[src/rtl/laser_share_arbiter.sv]
// Round-robin sequencer that shares one laser enable between N front-panel buttons,
// firing for a fixed on-time and enforcing a fixed cool-down after every firing.
module laser_share_arbiter #(
   parameter int N           = 4,
   parameter int ON_CYCLES   = 16,
   parameter int COOL_CYCLES = 8,
   parameter int CW          = 8
) (
   input  logic         Clk,
   input  logic         Rst_n,
   input  logic [N-1:0] B,
   input  logic         Stop,
   output logic         X,
   output logic [N-1:0] Grant,
   output logic [N-1:0] Done,
   output logic         Aborted,
   output logic         Busy
);

   localparam int LW = (N > 1) ? $clog2(N) : 1;
   localparam logic [CW-1:0] ON_LOAD   = CW'(ON_CYCLES - 1);
   localparam logic [CW-1:0] COOL_LOAD = (COOL_CYCLES > 0) ? CW'(COOL_CYCLES - 1) : '0;
   localparam logic [LW-1:0] LAST_RST  = LW'(N - 1);

   typedef enum logic [1:0] {
      S_IDLE = 2'd0,
      S_ON   = 2'd1,
      S_COOL = 2'd2
   } state_e;

   // With no cool-down configured, a finished or aborted firing returns straight to IDLE.
   localparam state_e AFTER_FIRE = (COOL_CYCLES > 0) ? S_COOL : S_IDLE;

   state_e          state_q, state_d;
   logic [CW-1:0]   count_q, count_d;
   logic [N-1:0]    pend_q,  pend_d;
   logic [LW-1:0]   last_q,  last_d;
   logic            x_q,     x_d;
   logic [N-1:0]    grant_q, grant_d;
   logic [N-1:0]    done_q,  done_d;
   logic            aborted_q, aborted_d;

   logic            found;
   logic [LW-1:0]   win;
   logic [N-1:0]    win_oh;

   // Round-robin search starting just after the last winner, wrapping modulo N.
   always_comb begin
      int          idx;
      logic [LW-1:0] idx_l;
      found  = 1'b0;
      win    = last_q;
      win_oh = '0;
      for (int off = 1; off <= N; off++) begin
         idx   = (int'(last_q) + off) % N;
         idx_l = LW'(idx);
         if (!found && pend_q[idx_l]) begin
            found         = 1'b1;
            win           = idx_l;
            win_oh[idx_l] = 1'b1;
         end
      end
   end

   // NOTE: every signal gets a default before the case so no path leaves it unassigned,
   // which is what keeps this block from inferring latches.
   always_comb begin
      state_d   = state_q;
      count_d   = count_q;
      pend_d    = pend_q | B;
      last_d    = last_q;
      x_d       = 1'b0;
      grant_d   = '0;
      done_d    = '0;
      aborted_d = 1'b0;

      unique case (state_q)
         S_IDLE: begin
            if (found) begin
               x_d     = 1'b1;
               grant_d = win_oh;
               count_d = ON_LOAD;
               pend_d  = pend_d & ~win_oh;
               last_d  = win;
               state_d = S_ON;
            end
         end
         S_ON: begin
            if (Stop) begin
               aborted_d = 1'b1;
               count_d   = COOL_LOAD;
               state_d   = AFTER_FIRE;
            end else if (count_q == '0) begin
               done_d  = grant_q;
               count_d = COOL_LOAD;
               state_d = AFTER_FIRE;
            end else begin
               x_d     = 1'b1;
               grant_d = grant_q;
               count_d = count_q - CW'(1);
            end
         end
         S_COOL: begin
            if (count_q == '0) begin
               state_d = S_IDLE;
            end else begin
               count_d = count_q - CW'(1);
            end
         end
         default: begin
            state_d = S_IDLE;
            count_d = '0;
         end
      endcase
   end

   // NOTE: sequential state uses non-blocking assignments so every register samples
   // the pre-edge values of the others, independent of statement order.
   always_ff @(posedge Clk or negedge Rst_n) begin
      if (!Rst_n) begin
         state_q   <= S_IDLE;
         count_q   <= '0;
         pend_q    <= '0;
         last_q    <= LAST_RST;
         x_q       <= 1'b0;
         grant_q   <= '0;
         done_q    <= '0;
         aborted_q <= 1'b0;
      end else begin
         state_q   <= state_d;
         count_q   <= count_d;
         pend_q    <= pend_d;
         last_q    <= last_d;
         x_q       <= x_d;
         grant_q   <= grant_d;
         done_q    <= done_d;
         aborted_q <= aborted_d;
      end
   end

   assign X       = x_q;
   assign Grant   = grant_q;
   assign Done    = done_q;
   assign Aborted = aborted_q;
   assign Busy    = (state_q == S_ON) || (state_q == S_COOL);

endmodule

[config.mk]
export PLATFORM = sky130hd
export DESIGN_NAME = laser_share_arbiter
export DESIGN_NICKNAME = d
export VERILOG_FILES = /design/src/rtl/laser_share_arbiter.sv
export SDC_FILE = /design/constraint.sdc
export NUM_CORES = 1
export LEC_CHECK = 0
export ABC_AREA = 0
export CAP_MARGIN = 20
export CORE_MARGIN = 4
export CORE_UTILIZATION = 56
export CTS_BUF_LIST = sky130_fd_sc_hd__clkbuf_8
export DETAILED_ROUTE_END_ITERATION = 12
export HOLD_SLACK_MARGIN = 0.08
export PLACE_DENSITY = 0.79
export SLEW_MARGIN = 20
export SYNTH_ARGS = -nofsm -noshare
export SYNTH_HDL_FRONTEND = slang
export SYNTH_SLANG_ARGS = --single-unit
[constraint.sdc]
create_clock -name Clk -period 3.1 [get_ports Clk]
set_input_delay 0.465 -clock Clk [delete_from_list [all_inputs] [get_ports Clk]]
set_output_delay 0.465 -clock Clk [all_outputs]
set_load 0.02 [all_outputs]
==> run metrics, run 1 <==
largest area contributor in the netlist dfrtp_1; clk buf depth 2; Yosys warnings 0; number of global-route vias before repair 1505; CP required ~3300 ps; clk root buf clkbuf_8; number of enable flip-flop cells after synthesis 0; GRT Total Usage 0.2113; number of cells in the design after placement 249; count leader, synth dfrtp_1; M2 GR Usage 0.3257; Overflow after GRT 0; layout cell share with drive strength beyond 1 0.1100; drt wl/cell around 17 um; Area Overhead vs Synth 15.06%; Switching Fraction 0.4512; Starting Density 0.5858; Int Power 1128 uW; Mapped Area ~1800 um2; maximum VDD drop 0.0007457 V; Top FF cell, synth dfrtp_1; Final Max Tran Viols 0; Fmax 0.4065 GHz; Pleak between 0.0008 and 0.0009 uW; Port Buffers 17; Final Hold Viols 0; setup ws final 640.0 ps; first-pass GRT wire length 7031 um; critical path class reg -> reg; Sink Count 26; Die H 64.74 um; largest net degree at the start of global routing 27; PwrDens ~990 nW/um2; combinational group share of total power 0.561; clk_lat worst skew 280 ps; Worst EP arrival between 2000 and 3000 ps; internal reg-to-reg setup slack 640 ps; final worst-path cycle share 0.7935; cts hold-fix bufs 0; Avg Cell Area, Syn ~9.2 um2; CTS clk-pin slew, worst paths ~100 ps; Syn Inst Count just under 200; Rows 20; clock skew 4.718 ps; unrepaired setup endpoints after global routing no; Worst Hold Class reg -> reg; top area cells in the synthesized netlist dfrtp_1 33%, ha_1 9.0%, o21ai_0 5.8%, a21oi_1 3.6%, dfstp_2 2.9%; # IOs 18; drt first pass iters 4; ys async rst share 1.000; Max-Cap Viols 0; CP endpoint kind flop; P_sw 927.4 uW; area share of the largest cell type after synthesis 0.3331; filler cell count in the final layout 272; area taken by flip-flops and latches between 600 and 700 um2; hpwl dp 3171 um; crit path launch type flop; final std cells w/o fill 253; final wirelength about 4200 um; drt via density ~6.2; pre-CTS setup slack 693.8 ps; Worst slew margin 0.5084; M3 GR Usage 0.03293; CTS tree done; Yosys reg bits 26; Flop pwr share 0.298; Mapped Nets 215; Die W around 65 um; Tightest Pin Transition 730.7 ps; critical-path maximum fanout 16; vias between 1500 and 2000; GP Congestion between 0.9 and 1; multi-input logic area about 1100 um2; Core ar. slightly above 3000 um2; busiest grt layer met2; CTS Buf Count 3; die area around 4200 um2; H-tree levels 1; post-route ant nets 0; met1 usage 0.3130; minimum clock period 2460 ps; sequential fraction of the synthesis area 0.3622; nets@finish 230; detailed-route DRC error count 0; number of antenna diodes 0; outcome finished clean; # setup viols final 0; synth cell count leaders 24 x dfrtp_1, 21 x o21ai_0, 13 x a21oi_1, 13 x ha_1, 13 x nor2_1; cts repair resizes 0; Post-CTS Setup Repair Bufs 0; Total Neg Setup Slack 0 ps; count of cell types in the netlist 53; clock share of power 0.141; First DRT Iteration DRCs between 100 and 150; initial antenna violation count 0
-- worst max-delay path, cell delays in order (launching register included) --
cell and delay, ps:
dfstp_2 730, mux4_2 650, nor2_1 260, a21oi_1 110, o2111a_1 280, o32a_1 310
-- area by class of cell --
class / instances / area share
clock inverter: 1 / 0.01448
timing repair buffer: 20 / 0.09288
inverter: 10 / 0.01809
multi-input combinational: 149 / 0.5133
clock buffer: 3 / 0.01990
sequential: 26 / 0.3148
tap: 44 / 0.02654
-- stage by stage --
step | hold slack (ps) | utilization | power, uW | instance area, um2
6_report | 521.7 | 0.6740 | 2055 | 2074
5_1_grt | 569.1 | 0.6740 | 2200 | 2074
4_1_cts | 527.1 | 0.6740 | 2035 | 2074
3_5_place_dp | 504.2 | 0.6508 | 1740 | 2003
3_3_place_gp | 504.5 | 0.6508 | 1670 | 2003
2_1_floorplan | 169.4 | - | 1445 | 1803
-- per-layer routing --
metal	vias up	share of wire
met4	0	0.0064
met3	4	0.085
met5	-	0
li1	751	-
met2	75	0.45
met1	744	0.46
-- cells in the final DEF, fill, tap and decap left out, drive strengths merged, types with 4 or more instances in the layout --
cell and n:
nor3b 4, ha 13, o2111a 4, a21oi 13
and3 4, nand3 6, nor2 13, clkdlybuf4s50 17
and2 7, nand2 11, inv 10, dfrtp 24
o21ai 25, o32a 5
-- path summary, 6_finish.rpt --
kind / start / to / depth (start not counted)
max: last_q[0]$_DFFE_PN1P_ / pend_q[3]$_DFF_PN0_ / 5
min: Grant[2]$_DFFE_PN0P_ / Grant[2]$_DFFE_PN0P_ / 2
max reg2reg: last_q[0]$_DFFE_PN1P_ / pend_q[3]$_DFF_PN0_ / 5
min reg2reg: Grant[2]$_DFFE_PN0P_ / Grant[2]$_DFFE_PN0P_ / 2
max in group asynchronous: Rst_n / last_q[0]$_DFFE_PN1P_ / 2
min in group asynchronous: Rst_n / X$_DFF_PN0_ / 2
-- flip-flops by register name, indices dropped and copies added (netlist names) --
| register | count |
|---|---|
| count_q | 8 |
| Done | 4 |
| Grant | 4 |
| pend_q | 4 |
| last_q | 2 |
| state_q | 2 |
| Aborted | 1 |
| X | 1 |
-- kinds of logic (layout without fill, tap and decap cells) --
group	Yosys count	in the layout	synth area share
AOI/OAI and AO/OA	65	65	0.2519
xor gates and xnor gates	1	1	0.004859
adders and majority gates	13	13	0.09022
buffers and inverters	20	34	0.04719
DFF	26	26	0.3623
muxes	4	4	0.02984
and+or+nand+nor	66	66	0.2137
-- power by group through the flow --
stage / logic [uW] / clock network (uW) / registers, uW
final: 1150 / 289 / 613
after global routing: 1260 / 310 / 633
after CTS: 1130 / 295 / 608
after detailed placement: 1120 / 0 / 615
after global placement: 1070 / 0 / 602
after floorplan: 895 / 0 / 550
No activity file was read; power rests on OpenSTA's default activity.
==> run 2, diff against run 1 <==
--- a/config.mk
+++ b/config.mk
@@ -8,11 +8,11 @@
 export ABC_AREA = 0
 export CAP_MARGIN = 20
 export CORE_MARGIN = 4
-export CORE_UTILIZATION = 56
+export CORE_UTILIZATION = 53
 export CTS_BUF_LIST = sky130_fd_sc_hd__clkbuf_8
 export DETAILED_ROUTE_END_ITERATION = 12
 export HOLD_SLACK_MARGIN = 0.08
-export PLACE_DENSITY = 0.79
+export PLACE_DENSITY = 0.78
 export SLEW_MARGIN = 20
 export SYNTH_ARGS = -nofsm -noshare
 export SYNTH_HDL_FRONTEND = slang
==> constraint.sdc (replaced) <==
create_clock -name Clk -period 2.2 [get_ports Clk]
set_input_delay 0.33 -clock Clk [delete_from_list [all_inputs] [get_ports Clk]]
set_output_delay 0.33 -clock Clk [all_outputs]
set_load 0.02 [all_outputs]
==> run metrics, run 2 (same netlist as run 1, synthesis figures left out) <==
outcome finished clean; max FFs per register 8; maximum VDD drop 0.0008176 V; CTS tree done; Die H 66.33 um; pre-CTS setup slack -84.06 ps; multi-input logic area 1112 um2; most common cell after layout, fill and taps aside buf_4; Worst EP arrival 2320 ps; Starting Density 0.5718; Port Buffers 17; Core ar. 3153 um2; nets@finish 255; clock skew between 7 and 8 ps; Final Hold Viols 0; Die W about 66 um; max layer used met4; clk buf depth 2; layout cell share with drive strength beyond 1 0.2436; vias 1684; die area 4399 um2; drt via density 6.058; critical path class reg -> reg; drt first pass iters 4; # IOs 18; wl on met1 2133 um; # setup viols final 0; critical-path maximum fanout 8; area taken by flip-flops and latches 653.1 um2; drt wl/cell around 16 um; Post-CTS Setup Repair Bufs 0; Worst slew margin 0.6177; crit-path cells mux4_2 -> buf_12 -> nor3b_1 -> o21ai_0 -> o2111a_1 -> o32a_1; Final Max Tran Viols 0; minimum clock period 2157 ps; metal3 WL 242 um; slowest CP cell mux4_2; unrepaired setup endpoints after global routing yes; first-pass GRT wire length a little under 8000 um; CP endpoint kind flop; CP required 2360 ps; number of antenna diodes 0; First DRT Iteration DRCs 182; Worst Hold Class in -> async; filler cell count in the final layout 234; Fmax about 0.46 GHz; Sink Count 26; CP max stage delay 560 ps; post-route ant nets 0; GP Congestion 0.8985; Met2 Routed Length roughly 2100 um; GRT Total Usage 0.2260; clk root buf clkbuf_8; number of global-route vias before repair 1651; H-tree levels 1; Tightest Pin Transition 559.0 ps; hold slack 404.7 ps; final wirelength 4563 um; fin util 0.7377; PwrDens 1435 nW/um2; largest net degree at the start of global routing 27; hpwl dp approximately 3600 um; Tot Pwr roughly 3300 uW; Finished Cell Area 2326 um2; detailed-route DRC error count 0; setup ws final around 43 ps; final worst-path cycle share 0.9805; crit path launch type flop; Overflow after GRT 0; CTS Buf Count 3; Rows 20; initial antenna violation count 0; Pleak ~0.00099 uW; Area Overhead vs Synth 29.01%; CTS clk-pin slew, worst paths approximately 90 ps; Max-Cap Viols 0; placed cell areas 2206 um2; clk_lat worst skew between 200 and 300 ps; Largest Register count_q; commonest cells after routing, fill and taps aside 26 x buf_4, 24 x dfrtp_1, 17 x clkdlybuf4s50_1, 13 x a21oi_1, 13 x o21ai_0
## run 2: cell count changes in the layout (fill, tap and decap cells not counted), moves of 2 or more
cell     change
buf_4       +23
inv_1        -2
inv_2        +2
o21ai_0      -8
o21ai_1      +8
## run 2: layout make-up
| cell class | count | area share |
|---|---|---|
| repair buffers | 45 | 0.1705 |
| clock buffers | 3 | 0.01775 |
| well taps | 44 | 0.02367 |
| multi-input cells | 149 | 0.4782 |
| flip-flops and latches | 26 | 0.2808 |
| clock inverters | 1 | 0.01291 |
| inverters | 10 | 0.01614 |
## run 2: power breakdown
part,internal (uW),total (uW),switching [uW]
clock,244,395,151
combinational,1050,2170,1120
sequential,638,770,132
## run 2: per-stage QoR
| stage | TNS (ps) | cells |
|---|---|---|
| 2_1_floorplan | -185.7 | 195 |
| 3_3_place_gp | -5.675 | 274 |
| 3_5_place_dp | -302.0 | 274 |
| 4_1_cts | 0 | 278 |
| 5_1_grt | -1.510 | 278 |
| 6_report | 0 | 278 |
## run 2: timing repair
action | 4_1_cts | 5_1_grt
endpoints found under the setup margin | 10 | 13
pin swaps | 0 | 10
hold buffers | 0 | 0
resized for setup | 3 | 16
## run 2: per-layer routing
metal,global-route usage,vias to the layer above
li1,-,806
met1,0.3230,821
met2,0.3532,50
met3,0.04422,7
met4,0.04822,0
met5,0,-
## run 2: critical path: cells and delay by family (launching register included)
family | cells | cell delay (ps)
multiplexers | 1 | 560
buffers and inverters | 1 | 160
AO/OA/AOI/OAI | 3 | 590
flip-flops | 1 | 550
AND/OR/NAND/NOR | 1 | 180
## run 2: worst paths after layout
path / slack (ps) / cells after the start / end / startpoint
worst max-delay path: 40 / 6 / pend_q[3]$_DFF_PN0_ / last_q[0]$_DFFE_PN1P_
worst min-delay path: 400 / 2 / Grant[2]$_DFFE_PN0P_ / Rst_n
worst max register to register: 40 / 6 / pend_q[3]$_DFF_PN0_ / last_q[0]$_DFFE_PN1P_
worst min register to register: 510 / 2 / Grant[0]$_DFFE_PN0P_ / Grant[0]$_DFFE_PN0P_
max in group asynchronous: 1500 / 2 / last_q[0]$_DFFE_PN1P_ / Rst_n
min in group Clk: 510 / 2 / Grant[0]$_DFFE_PN0P_ / Grant[0]$_DFFE_PN0P_
==> run 3, diff against run 2 <==
--- a/config.mk
+++ b/config.mk
@@ -7,12 +7,15 @@
 export LEC_CHECK = 0
 export ABC_AREA = 0
 export CAP_MARGIN = 20
+export CELL_PAD_IN_SITES_DETAIL_PLACEMENT = 1
+export CELL_PAD_IN_SITES_GLOBAL_PLACEMENT = 2
 export CORE_MARGIN = 4
-export CORE_UTILIZATION = 53
+export CORE_UTILIZATION = 33
 export CTS_BUF_LIST = sky130_fd_sc_hd__clkbuf_8
 export DETAILED_ROUTE_END_ITERATION = 12
 export HOLD_SLACK_MARGIN = 0.08
-export PLACE_DENSITY = 0.78
+export PLACE_DENSITY_LB_ADDON = 0.1
+export RECOVER_POWER = 100
 export SLEW_MARGIN = 20
 export SYNTH_ARGS = -nofsm -noshare
 export SYNTH_HDL_FRONTEND = slang
==> run metrics, run 3 (same netlist as run 1, synthesis figures left out) <==
outcome finished clean; Fmax 0.4583 GHz; critical-path maximum fanout 6; Overflow after GRT 0; Pleak 0.001057 uW; Total Neg Setup Slack 0 ps; PwrDens 1428 nW/um2; Worst EP arrival 2390 ps; initial antenna violation count 0; commonest cells after routing, fill and taps aside 34 x buf_4, 24 x dfrtp_1, 18 x o21ai_0, 13 x a21oi_1; pre-CTS setup slack -13.04 ps; Port Buffers 17; hpwl dp 4398 um; Final Hold Viols 0; Final Max Tran Viols 0; final worst-path cycle share 0.9918; met1 usage 0.2714; setup ws final 17.95 ps; Largest Register count_q; nets@finish 264; crit path launch type flop; largest net degree at the start of global routing 27; clock skew 6.534 ps; Die W 81.92 um; multi-input logic area between 1000 and 1500 um2; vias 1708; CTS clk-pin slew, worst paths 100 ps; area taken by flip-flops and latches approximately 650 um2; clk root buf clkbuf_8; Tightest Pin Transition around 1400 ps; Die H 81.92 um; cts hold-fix bufs 0; final std cells w/o fill 313; # setup viols final 0; filler cell count in the final layout 619; number of antenna diodes 0; number of global-route vias before repair 1842; Area Overhead vs Synth 34.35%; GP Congestion 0.9479; drt first pass iters 4; CTS Buf Count 3; maximum VDD drop between 0.0005 and 0.0006 V; busiest grt layer met2; unrepaired setup endpoints after global routing yes; Rows 26; drt wl/cell 18.20 um; minimum clock period 2182 ps; CTS tree done; Starting Density 0.3464; H-tree levels 1; GRT Total Usage 0.1845; critical path class reg -> reg; CP required 2410 ps; Core ar. 5205 um2; First DRT Iteration DRCs 58; die area 6710 um2; Worst slew margin 0.05614; drt via density 5.457; Worst Hold Class reg -> reg; number of cells in the design after placement around 310; M3 GR Usage 0.02303; Max-Cap Viols 0; layout cell share with drive strength beyond 1 0.2757; M2 GR Usage 0.2916; CP endpoint kind flop; first-pass GRT wire length 9542 um; clk buf depth 2; max FFs per register 8; post-route ant nets 0; clk_lat worst skew 270 ps; Sink Count 26; most common cell after layout, fill and taps aside buf_4; detailed-route DRC error count 0; # IOs 18; final wirelength 5698 um
## run 3: cell count changes in the layout (fill, tap and decap cells not counted), sizes merged
cell,delta
clkbuf,+1
buf,+8
clkdlybuf4s50,-12
dlygate4sd3,+12
## run 3: final timing paths
kind / start / depth (start not counted) / to / slack [ps]
worst max register to register: count_q[1]$_DFFE_PN0P_ / 7 / Grant[1]$_DFFE_PN0P_ / 20
max in group asynchronous: Rst_n / 2 / Grant[0]$_DFFE_PN0P_ / 470
worst min register to register: Grant[3]$_DFFE_PN0P_ / 2 / Grant[3]$_DFFE_PN0P_ / 520
worst min-delay path: Grant[3]$_DFFE_PN0P_ / 2 / Grant[3]$_DFFE_PN0P_ / 520
min in group asynchronous: Rst_n / 2 / Done[2]$_DFF_PN0_ / 910
worst max-delay path: count_q[1]$_DFFE_PN0P_ / 7 / Grant[1]$_DFFE_PN0P_ / 20
## run 3: metrics by stage
step                      hold WS, ps  utilization  power (uW)  cell area (um2)
after detailed placement        509.1       0.4377        2918             2278
after global placement          510.7       0.4377        2850             2278
final                           519.5       0.4654        3460             2422
after global routing            574.9       0.4654        3751             2422
after CTS                       432.1       0.4522        3344             2354
after floorplan                 34.41            -        2041             1807
## run 3: report_power, final
part           switching [uW]  internal [uW]  total [uW]  leakage [uW]
registers                 139            639         777      0.000323
clock network             166            244         410     0.0000357
logic                    1190           1080        2270      0.000699
## run 3: area by class of cell
class | instances | share of cell area
multi-input cells | 149 | 0.4628
flip-flops and latches | 26 | 0.2696
repair buffers | 54 | 0.1865
well taps | 70 | 0.03616
clock buffers | 3 | 0.01705
inverters | 10 | 0.01550
clock inverters | 1 | 0.01240
## run 3: timing repair
| item | CTS | global route |
|---|---|---|
| setup buffers | 0 | 2 |
| pin swaps | 0 | 3 |
| gates resized for setup | 1 | 19 |
| endpoints found under the setup margin | 6 | 16 |
## run 3: critical path: stages, from the launching register on
cell,delay (ps)
dfrtp_1,420
inv_1,120
ha_4,140
or4b_4,490
or4_4,450
and2_4,180
nand2b_4,170
o21ai_2,150
## run 3: per-layer routing
| metal | vias up | wire, um | part of all wire |
|---|---|---|---|
| met5 | - | 0 | 0 |
| li1 | 816 | - | - |
| met4 | 0 | 13 | 0.0023 |
| met2 | 20 | 2653 | 0.47 |
| met3 | 2 | 132 | 0.023 |
| met1 | 870 | 2898 | 0.51 |
